==> src/rtl/fetch_queue_if.sv <==
// Fetch queue bus bundle: ROM read port plus the decode-side valid/ready port.
// master = fetch queue side, slave = ROM/decode side.
interface fetch_queue_if #(
    parameter int ADDR_W  = 32,
    parameter int INSTR_W = 32
);
    logic               rom_en;
    logic [ADDR_W-1:0]  rom_addr;
    logic [INSTR_W-1:0] rom_data;
    logic               out_valid;
    logic               out_ready;
    logic [ADDR_W-1:0]  out_pc;
    logic [INSTR_W-1:0] out_instr;

    modport master (
        output rom_en,
        output rom_addr,
        input  rom_data,
        output out_valid,
        input  out_ready,
        output out_pc,
        output out_instr
    );

    modport slave (
        input  rom_en,
        input  rom_addr,
        output rom_data,
        input  out_valid,
        output out_ready,
        input  out_pc,
        input  out_instr
    );
endinterface

==> src/rtl/fetch_queue.sv <==
// Prefetching fetch stage: issues sequential PCs to a pipelined ROM and buffers
// {pc, instr} in a DEPTH-entry FIFO for decode; redirect flushes and restarts.
// Ports: clk, rstn (sync, active low), redirect/redirect_pc, fq (master bus).
module fetch_queue #(
    parameter int ADDR_W      = 32,
    parameter int INSTR_W     = 32,
    parameter int ROM_LATENCY = 1,
    parameter int DEPTH       = 4,
    parameter int PC_STEP     = 4
) (
    input  logic              clk,
    input  logic              rstn,
    input  logic              redirect,
    input  logic [ADDR_W-1:0] redirect_pc,
    fetch_queue_if.master     fq
);
    localparam int AW = $clog2(DEPTH);
    localparam int PW = AW + 1;
    localparam int CW = $clog2(DEPTH + ROM_LATENCY + 1) + 1;

    logic [ADDR_W-1:0]      fetch_pc;
    logic [ROM_LATENCY-1:0] pipe_vld;
    logic [ADDR_W-1:0]      pipe_pc [ROM_LATENCY];

    logic [PW-1:0]          rd_ptr;
    logic [PW-1:0]          wr_ptr;
    logic [PW-1:0]          count;
    logic [ADDR_W-1:0]      mem_pc    [DEPTH];
    logic [INSTR_W-1:0]     mem_instr [DEPTH];

    logic [CW-1:0]          inflight_cnt;
    logic                   issue;
    logic                   push;
    logic                   pop;

    always_comb begin
        inflight_cnt = '0;
        for (int i = 0; i < ROM_LATENCY; i++) begin
            inflight_cnt = inflight_cnt + CW'(pipe_vld[i]);
        end
    end

    assign count = wr_ptr - rd_ptr;

    // Credit: every slot is reserved at issue time, so returns never overflow.
    assign issue = rstn && !redirect &&
                   ((CW'(count) + inflight_cnt) < CW'(DEPTH));

    assign push = pipe_vld[ROM_LATENCY-1];
    assign pop  = fq.out_valid && fq.out_ready;

    assign fq.rom_en    = issue;
    assign fq.rom_addr  = fetch_pc;
    assign fq.out_valid = (count != '0);
    assign fq.out_pc    = fq.out_valid ? mem_pc[rd_ptr[AW-1:0]] : '0;
    assign fq.out_instr = fq.out_valid ? mem_instr[rd_ptr[AW-1:0]] : '0;

    always_ff @(posedge clk) begin
        if (!rstn) begin
            fetch_pc <= '0;
        end else if (redirect) begin
            fetch_pc <= redirect_pc;
        end else if (issue) begin
            fetch_pc <= fetch_pc + ADDR_W'(PC_STEP);
        end
    end

    always_ff @(posedge clk) begin
        if (!rstn || redirect) begin
            pipe_vld <= '0;
        end else begin
            pipe_vld[0] <= issue;
            for (int i = 1; i < ROM_LATENCY; i++) begin
                pipe_vld[i] <= pipe_vld[i-1];
            end
        end
    end

    always_ff @(posedge clk) begin
        pipe_pc[0] <= fetch_pc;
        for (int i = 1; i < ROM_LATENCY; i++) begin
            pipe_pc[i] <= pipe_pc[i-1];
        end
    end

    // Redirect drops everything younger than a head popped in the same cycle.
    always_ff @(posedge clk) begin
        if (!rstn) begin
            rd_ptr <= '0;
            wr_ptr <= '0;
        end else if (redirect) begin
            rd_ptr <= wr_ptr;
        end else begin
            if (push) begin
                wr_ptr <= wr_ptr + 1'b1;
            end
            if (pop) begin
                rd_ptr <= rd_ptr + 1'b1;
            end
        end
    end

    always_ff @(posedge clk) begin
        if (rstn && !redirect && push) begin
            mem_pc[wr_ptr[AW-1:0]]    <= pipe_pc[ROM_LATENCY-1];
            mem_instr[wr_ptr[AW-1:0]] <= fq.rom_data;
        end
    end

    always_ff @(posedge clk) begin
        if (rstn && !redirect) begin
            assert (!(push && count == PW'(DEPTH)));
        end
    end
endmodule
==> src/flat_wrapper.sv <==
// flat-port wrapper written by rule: the top's interface ports become plain ports
module fetch_queue_flat 
#(
    parameter int ADDR_W      = 32,
    parameter int INSTR_W     = 32,
    parameter int ROM_LATENCY = 1,
    parameter int DEPTH       = 4,
    parameter int PC_STEP     = 4
)
  (clk, rstn, redirect, redirect_pc, fq_rom_en, fq_rom_addr, fq_rom_data, fq_out_valid, fq_out_ready, fq_out_pc, fq_out_instr);
  fetch_queue_if #(.ADDR_W(ADDR_W), .INSTR_W(INSTR_W)) fq_i ();
  input  logic clk;
  input  logic rstn;
  input  logic redirect;
  input  logic [ADDR_W-1:0] redirect_pc;
  output wire logic [$bits(fq_i.rom_en)-1:0] fq_rom_en;
  output wire logic [$bits(fq_i.rom_addr)-1:0] fq_rom_addr;
  input wire logic [$bits(fq_i.rom_data)-1:0] fq_rom_data;
  output wire logic [$bits(fq_i.out_valid)-1:0] fq_out_valid;
  input wire logic [$bits(fq_i.out_ready)-1:0] fq_out_ready;
  output wire logic [$bits(fq_i.out_pc)-1:0] fq_out_pc;
  output wire logic [$bits(fq_i.out_instr)-1:0] fq_out_instr;
  assign fq_rom_en = fq_i.rom_en;
  assign fq_rom_addr = fq_i.rom_addr;
  assign fq_i.rom_data = fq_rom_data;
  assign fq_out_valid = fq_i.out_valid;
  assign fq_i.out_ready = fq_out_ready;
  assign fq_out_pc = fq_i.out_pc;
  assign fq_out_instr = fq_i.out_instr;
  fetch_queue #(.ADDR_W(ADDR_W), .INSTR_W(INSTR_W), .ROM_LATENCY(ROM_LATENCY), .DEPTH(DEPTH), .PC_STEP(PC_STEP)) u_core (.clk(clk), .rstn(rstn), .redirect(redirect), .redirect_pc(redirect_pc), .fq(fq_i));
endmodule
==> config.mk <==
export PLATFORM = sky130hd
export DESIGN_NAME = fetch_queue_flat
export DESIGN_NICKNAME = d
export VERILOG_FILES = /design/src/rtl/fetch_queue_if.sv /design/src/rtl/fetch_queue.sv /design/src/flat_wrapper.sv
export SDC_FILE = /design/constraint.sdc
export NUM_CORES = 1
export LEC_CHECK = 0
export CAP_MARGIN = 15
export CORE_ASPECT_RATIO = 0.6
export CORE_MARGIN = 8
export CORE_UTILIZATION = 61
export CTS_BUF_LIST = sky130_fd_sc_hd__clkbuf_8
export DETAILED_ROUTE_END_ITERATION = 10
export GPL_TIMING_DRIVEN = 0
export PLACE_DENSITY = 0.93
export SETUP_SLACK_MARGIN = 0.4
export SLEW_MARGIN = 20
export SYNTH_ARGS = -nofsm -noshare
export SYNTH_HDL_FRONTEND = slang
export SYNTH_SLANG_ARGS = --single-unit
==> constraint.sdc <==
create_clock -name clk -period 5.8 [get_ports clk]
set_input_delay 1.16 -clock clk [delete_from_list [all_inputs] [get_ports clk]]
set_output_delay 1.16 -clock clk [all_outputs]
set_load 0.02 [all_outputs]
# [Word level (Yosys, flattened, before mapping)]
# Memory sizes are Yosys's and may differ from the RTL's. A register that Yosys moved wholly into a read port is not among the register bits.
# Index checks and enable logic that the tools add are counted.
[totals] ram_bits=288 output_inout_bits=98 memories=3 regBits=39 word_cells=37
[mem_list] name="u_core.mem_instr" depth=4 width=32 rd=1 rd_ports_with_merged_regs=1 wr=1 line="fetch_queue.sv:29" source="logic [INSTR_W-1:0] mem_instr [DEPTH];"
[mem_list] name="u_core.mem_pc" depth=4 width=32 rd=1 rd_ports_with_merged_regs=1 wr=1 line="fetch_queue.sv:28" source="logic [ADDR_W-1:0] mem_pc [DEPTH];"
[mem_list] name="u_core.pipe_pc" depth=1 width=32 rd=1 rd_ports_with_merged_regs=0 wr=1 line="fetch_queue.sv:23" source="logic [ADDR_W-1:0] pipe_pc [ROM_LATENCY];"
[op_classes] n_mux=12 add_sub_neg=5 reduce_logical=11 bitwise_logic=1 magnitude_cmp=1
[ops] op="2-to-1 mux 32 bit" count=4
[ops] op="adder 32 x 3 -> 32 bit (second input constant)" count=1
[ops] op="2-to-1 mux 2 bit" count=4
[ops] op="adder 3 x 1 -> 3 bit (second input constant)" count=2
[ops] op="2-to-1 mux 3 bit" count=2
[ops] op="adder 3 x 1 -> 4 bit" count=1
[ops] op="logical AND 1 bit" count=4
[ops] op="less-than comparator 4 x 3 -> 1 bit (second input constant)" count=1
[ops] op="nonzero test 2 bit" count=2
[ops] op="nonzero test 3 bit" count=1
[ops] op="subtractor 3 bit" count=1
[ops] op="zero test 1 bit" count=2
[ops] op="2-to-1 mux 1 bit" count=2
[ops] op="AND reduction 2 bit" count=1
[ops] op="logical OR 1 bit" count=1
[ops] op="inverter 1 bit" count=1

# [Logic depth before layout (Yosys ltp)]
[logic_depth] depth_word=7 mapped_depth=9 depth_no_buf=7

# [Worst setup path before layout]
# Ideal clock, no wire load.
[synth_timing] kind="input to register" from="input redirect" to="memory u_core.mem_instr[0][0] (enable)" setup_time_ps=429 slack_ps=2203 path_stages=3 arrival_ps=3168 required_time_ps=5371 cell_sequence="clkbuf_1 > nor2b_1 > and3_1"
[synth_via] elab_chain_cells=5
[synth_rtl] element="start: declaration" line="flat_wrapper.sv:14" source="input logic redirect;"
[synth_rtl] element="zero test 1 bit" line="fetch_queue.sv:104" source="if (rstn && !redirect && push) begin"
[synth_rtl] element="logical AND 1 bit (2 in series)" line="fetch_queue.sv:104"
[synth_rtl] element="2-to-1 mux 1 bit" line="fetch_queue.sv:104"
[synth_rtl] element="2-to-1 mux 1 bit (not written as such)" line="fetch_queue.sv:106" source="mem_instr[wr_ptr[AW-1:0]] <= fq.rom_data;"
[synth_rtl] element="end: declaration" line="fetch_queue.sv:29"
# Every way passes these cells.

# [Worst setup path in the final report]
[layout_timing] from="register u_core.wr_ptr[0]" to="output fq_out_pc[2]"
[layout_via] elab_chain_cells=3
[layout_rtl] element="start: declaration" line="fetch_queue.sv:26" source="logic [PW-1:0] wr_ptr;"
[layout_rtl] element="start signal: assignment" line="fetch_queue.sv:95" source="wr_ptr <= wr_ptr + 1'b1;"
[layout_rtl] element="subtractor 3 bit" line="fetch_queue.sv:43" source="assign count = wr_ptr - rd_ptr;"
[layout_rtl] element="nonzero test 3 bit" line="fetch_queue.sv:54" source="assign fq.out_valid = (count != '0);"
[layout_rtl] element="2-to-1 mux 32 bit" line="fetch_queue.sv:55" source="assign fq.out_pc = fq.out_valid ? mem_pc[rd_ptr[AW-1:0]] : '0;"
[layout_rtl] element="end: declaration" line="flat_wrapper.sv:21" source="output wire logic [$bits(fq_i.out_pc)-1:0] fq_out_pc;"
# Every way passes these cells.

==> results.md <==
* Status: completed
* Grt ovf at 0
* Critical hold path startpoint: u_core.fq.rom_addr[0]
* GR Util met3 at 0.0588
* Cts hold-fix bufs at 0
* Starting Density at 0.612
* Final number of setup-violating endpoints at 0
* Largest net degree at the start of global routing at 41
* CP Cell Sequence: inv_1 > ha_1 > fa_1 > xor3_1 > nor2_1 > clkbuf_2 > clkbuf_1 > nor2b_1 > clkdlybuf4s50_1
* Mean Syn Cell Area at between 15 and 20 sq um
* Drt first pass iters at 6
* Final Max Slew Viols at 0
* Max incr delay on CP at approximately 0.59 ns
* Die X at 202 microns
* Unique cell type count in the Yosys netlist at 49
* Gr busiest metal: met2
* Post-Syn Area at ~13,000 sq um
* Worst vdd ir at between 200 and 250 uV
* GR Util met2 at 0.345
* CP Launch Type: flip-flop
* Number of flops mapped to enable cells by yosys at between 200 and 300
* Placement Rows at 41
* WP data arrival at roughly 4.0 ns
* Clk buf depth at 3
* Switching power of the nets at ~1.3 mW
* Clk_lat worst skew at between 0.5 and 0.6 ns
* Relative slew slack at 0.483
* Internal power at 3.77 mW
* TritonCTS clock tree: built
* Final net count at between 1,000 and 1,500
* Primary FF master, synth: edfxtp_1
* Share of cells above drive strength 1 at 0.151
* Ports at between 150 and 200
* Hold Fails Final Rpt at 0
* Data required, critical path at 4.64 ns
* Starting DRT DRC Count at between 900 and 1,000
* FMAX at 194 MHz
* Power, Total at between 5 and 6 mW
* Critical path type: reg -> out
* Setup Fix Bufs, Post-CTS at 0
* Via Count at around 7,700
* Count of input and output buffers at between 150 and 200
* Diode count at 0
* Yosys reg bits at 329
* Syn. warnings at 0
* Gpl congestion at between 0.8 and 0.9
* Worst Tran Pin Value at approximately 0.78 ns
* Core area at between 20,000 and 25,000 sq um
* Worst reg2reg path startpoint: u_core.wr_ptr[0]
* First-pass GRT wire length at between 40 and 50 mm
* DRC at 0
* Sequential share of the synthesized area at 0.721
* Die Y at ~130 microns
* Cells after Synth at 733
* Min-delay worst type: reg -> reg
* Most frequent cells in the layout: edfxtp_1 (256), clkdlybuf4s50_1 (164), dfxtp_1 (73)
* Hold endpoint: u_core.pipe_pc[0][0]
* Post-DP HPWL at roughly 20 mm
* Post-route ant nets at 0
* RSZ-0062 raised after global routing: false
* Reg2reg setup slack at 2.68 ns
* Setup TNS at 0 ns
* Clk_skew at 0.0285 ns
* Max-cap violation count at 0
* Leak at 5.14 nW
* Most common cell after layout, fill and taps aside: edfxtp_1
* CP bufs+invs at 4
* Top cell family by delay on the critical path: buffers and inverters
* Ys async rst share at 0
* Cts bufs inserted at 45
* Gate power share at 0.147
* Crit path time final at about 5 ns
* Slowest CP cell: clkdlybuf4s50_1
* R2R cell count at 8
* CP Capture Type: output pin
* Number of global-route vias before repair at 7,845
* Flop pwr share at 0.523
* Crit Path Max Fanout at 10
* Met1 usage at 0.325
* Hold depth at 0
* Syn Nets at 809
* Total GRT Usage at 0.228
* # H-tree levels at 2
* Clock slew at reported path FFs at 0.07 ns
* Vias per cell at 6.11
* Drt wl/cell at between 20 and 25 microns
* Clk pwr share at 0.330
* Power density over the cells at roughly 320 nW/um^2
* Initial antenna violation count at 0
* RR Endpoint: u_core.fq.rom_addr[17]
* Root Buffer: clkbuf_8
* Post-layout util at 0.755
* Switching power share of the total at 0.253
* Area grow syn2layout at 23.4%
* Die area at approximately 26,000 sq um
* Final period util at 0.887
* Clock sinks at 329
* Wirelength, routed at about 30 mm
-- state kept, by name, summed over array words and instances, names as in the netlist, named ones only --
signal              flops
u_core.mem_instr      128
u_core.mem_pc         128
u_core.fq.rom_addr     32
u_core.pipe_pc         32
u_core.rd_ptr           3
u_core.wr_ptr           3
u_core.pipe_vld         1
-- worst reg2reg max path, cell delays in order (launching register included) --
cell	delay [ns]
dfxtp_1	0.36
inv_1	0.12
ha_1	0.23
fa_1	0.51
or3b_2	0.12
clkbuf_1	0.31
nand4_1	0.51
or4_1	0.68
a31oi_1	0.20
-- kinds of logic after synthesis --
family                   share of synthesized area
AO/OA/AOI/OAI                               0.0428
XOR/XNOR                                    0.0112
adder cells (fa/ha/maj)                    0.00848
buffers and inverters                       0.0155
flip-flops                                   0.721
multiplexers                                 0.116
AND/OR/NAND/NOR                             0.0846
-- what timing repair did --
action                                 4_1_cts  5_1_grt
setup endpoints to repair                    1       21
resized for setup                            1        2
endpoints found under the hold margin        0        0
pin swaps                                    0        0
-- synthesized netlist by cell type, types with 6 or more instances --
cell      instances  area, sq um
inv_1             7         26.3
buf_2             7         35.0
or3_1             8         50.1
and3_1            8         50.1
edfxtp_1        256         7690
xnor2_1           6         52.6
a21oi_1          10         50.1
nand2_1          22         82.6
or4_1             7         52.6
a31oi_1          13         81.3
dfxtp_1          73         1460
and4_1            7         61.3
o21ai_0          38          190
nand3_1           9         45.0
nor2b_1          71          444
mux4_2           64         1440
nor2_1           12         45.0
nand4_1          10         62.6
clkbuf_1         30          113
ha_1              7         87.6
nor4_1            9         56.3
and2_1            6         37.5
-- through the flow --
stage	worst slack (ns)	instance area, sq um	cells	hold WS [ns]
3_3_place_gp	0.603	14700	1176	0.402
4_1_cts	0.417	15600	1264	0.411
2_1_floorplan	2.20	12700	733	0.438
6_report	0.656	15600	1264	0.401
5_1_grt	0.454	15600	1264	0.408
3_5_place_dp	0.998	14800	1180	0.401
-- metal layers --
layer / wire [microns] / vias up
li1: - / 3341
met3: 3310 / 73
met4: 600 / 0
met1: 12300 / 3789
met5: 0 / -
met2: 13700 / 520
-- power groups by stage --
stage / clock network [mW] / registers (mW) / logic (mW)
final: 1.67 / 2.64 / 0.744
after global routing: 1.79 / 2.65 / 0.791
after CTS: 1.68 / 2.64 / 0.750
after detailed placement: 0 / 2.69 / 0.744
after global placement: 0 / 2.69 / 0.730
after floorplan: 0 / 2.69 / 0.372
-- area by class of cell --
cell class,count,area [sq um]
Fill cell,1202,5080
Clock buffer,53,729
Sequential cell,329,9150
Inverter,7,26.3
Buffer,41,173
Clock inverter,31,131
Tap cell,279,349
Timing Repair Buffer,168,1730
Multi-Input combinational cell,356,3360
-- worst max-delay path by stage --
| stage | start | to | slack (ns) | cells after the start |
|---|---|---|---|---|
| finish | u_core.wr_ptr[0] | fq_out_pc[2] | 0.66 | 9 |
| global route | u_core.wr_ptr[0] | fq_out_pc[2] | 0.45 | 9 |
| CTS | u_core.wr_ptr[0] | fq_out_pc[2] | 0.42 | 9 |
| detailed placement | u_core.wr_ptr[0] | fq_out_pc[16] | 1.0 | 9 |
| global placement | rstn | u_core.mem_instr[0][17] | 0.60 | 3 |
| floorplan | redirect | u_core.mem_instr[0][0] | 2.20 | 3 |
No activity file was read; power rests on OpenSTA's default activity.
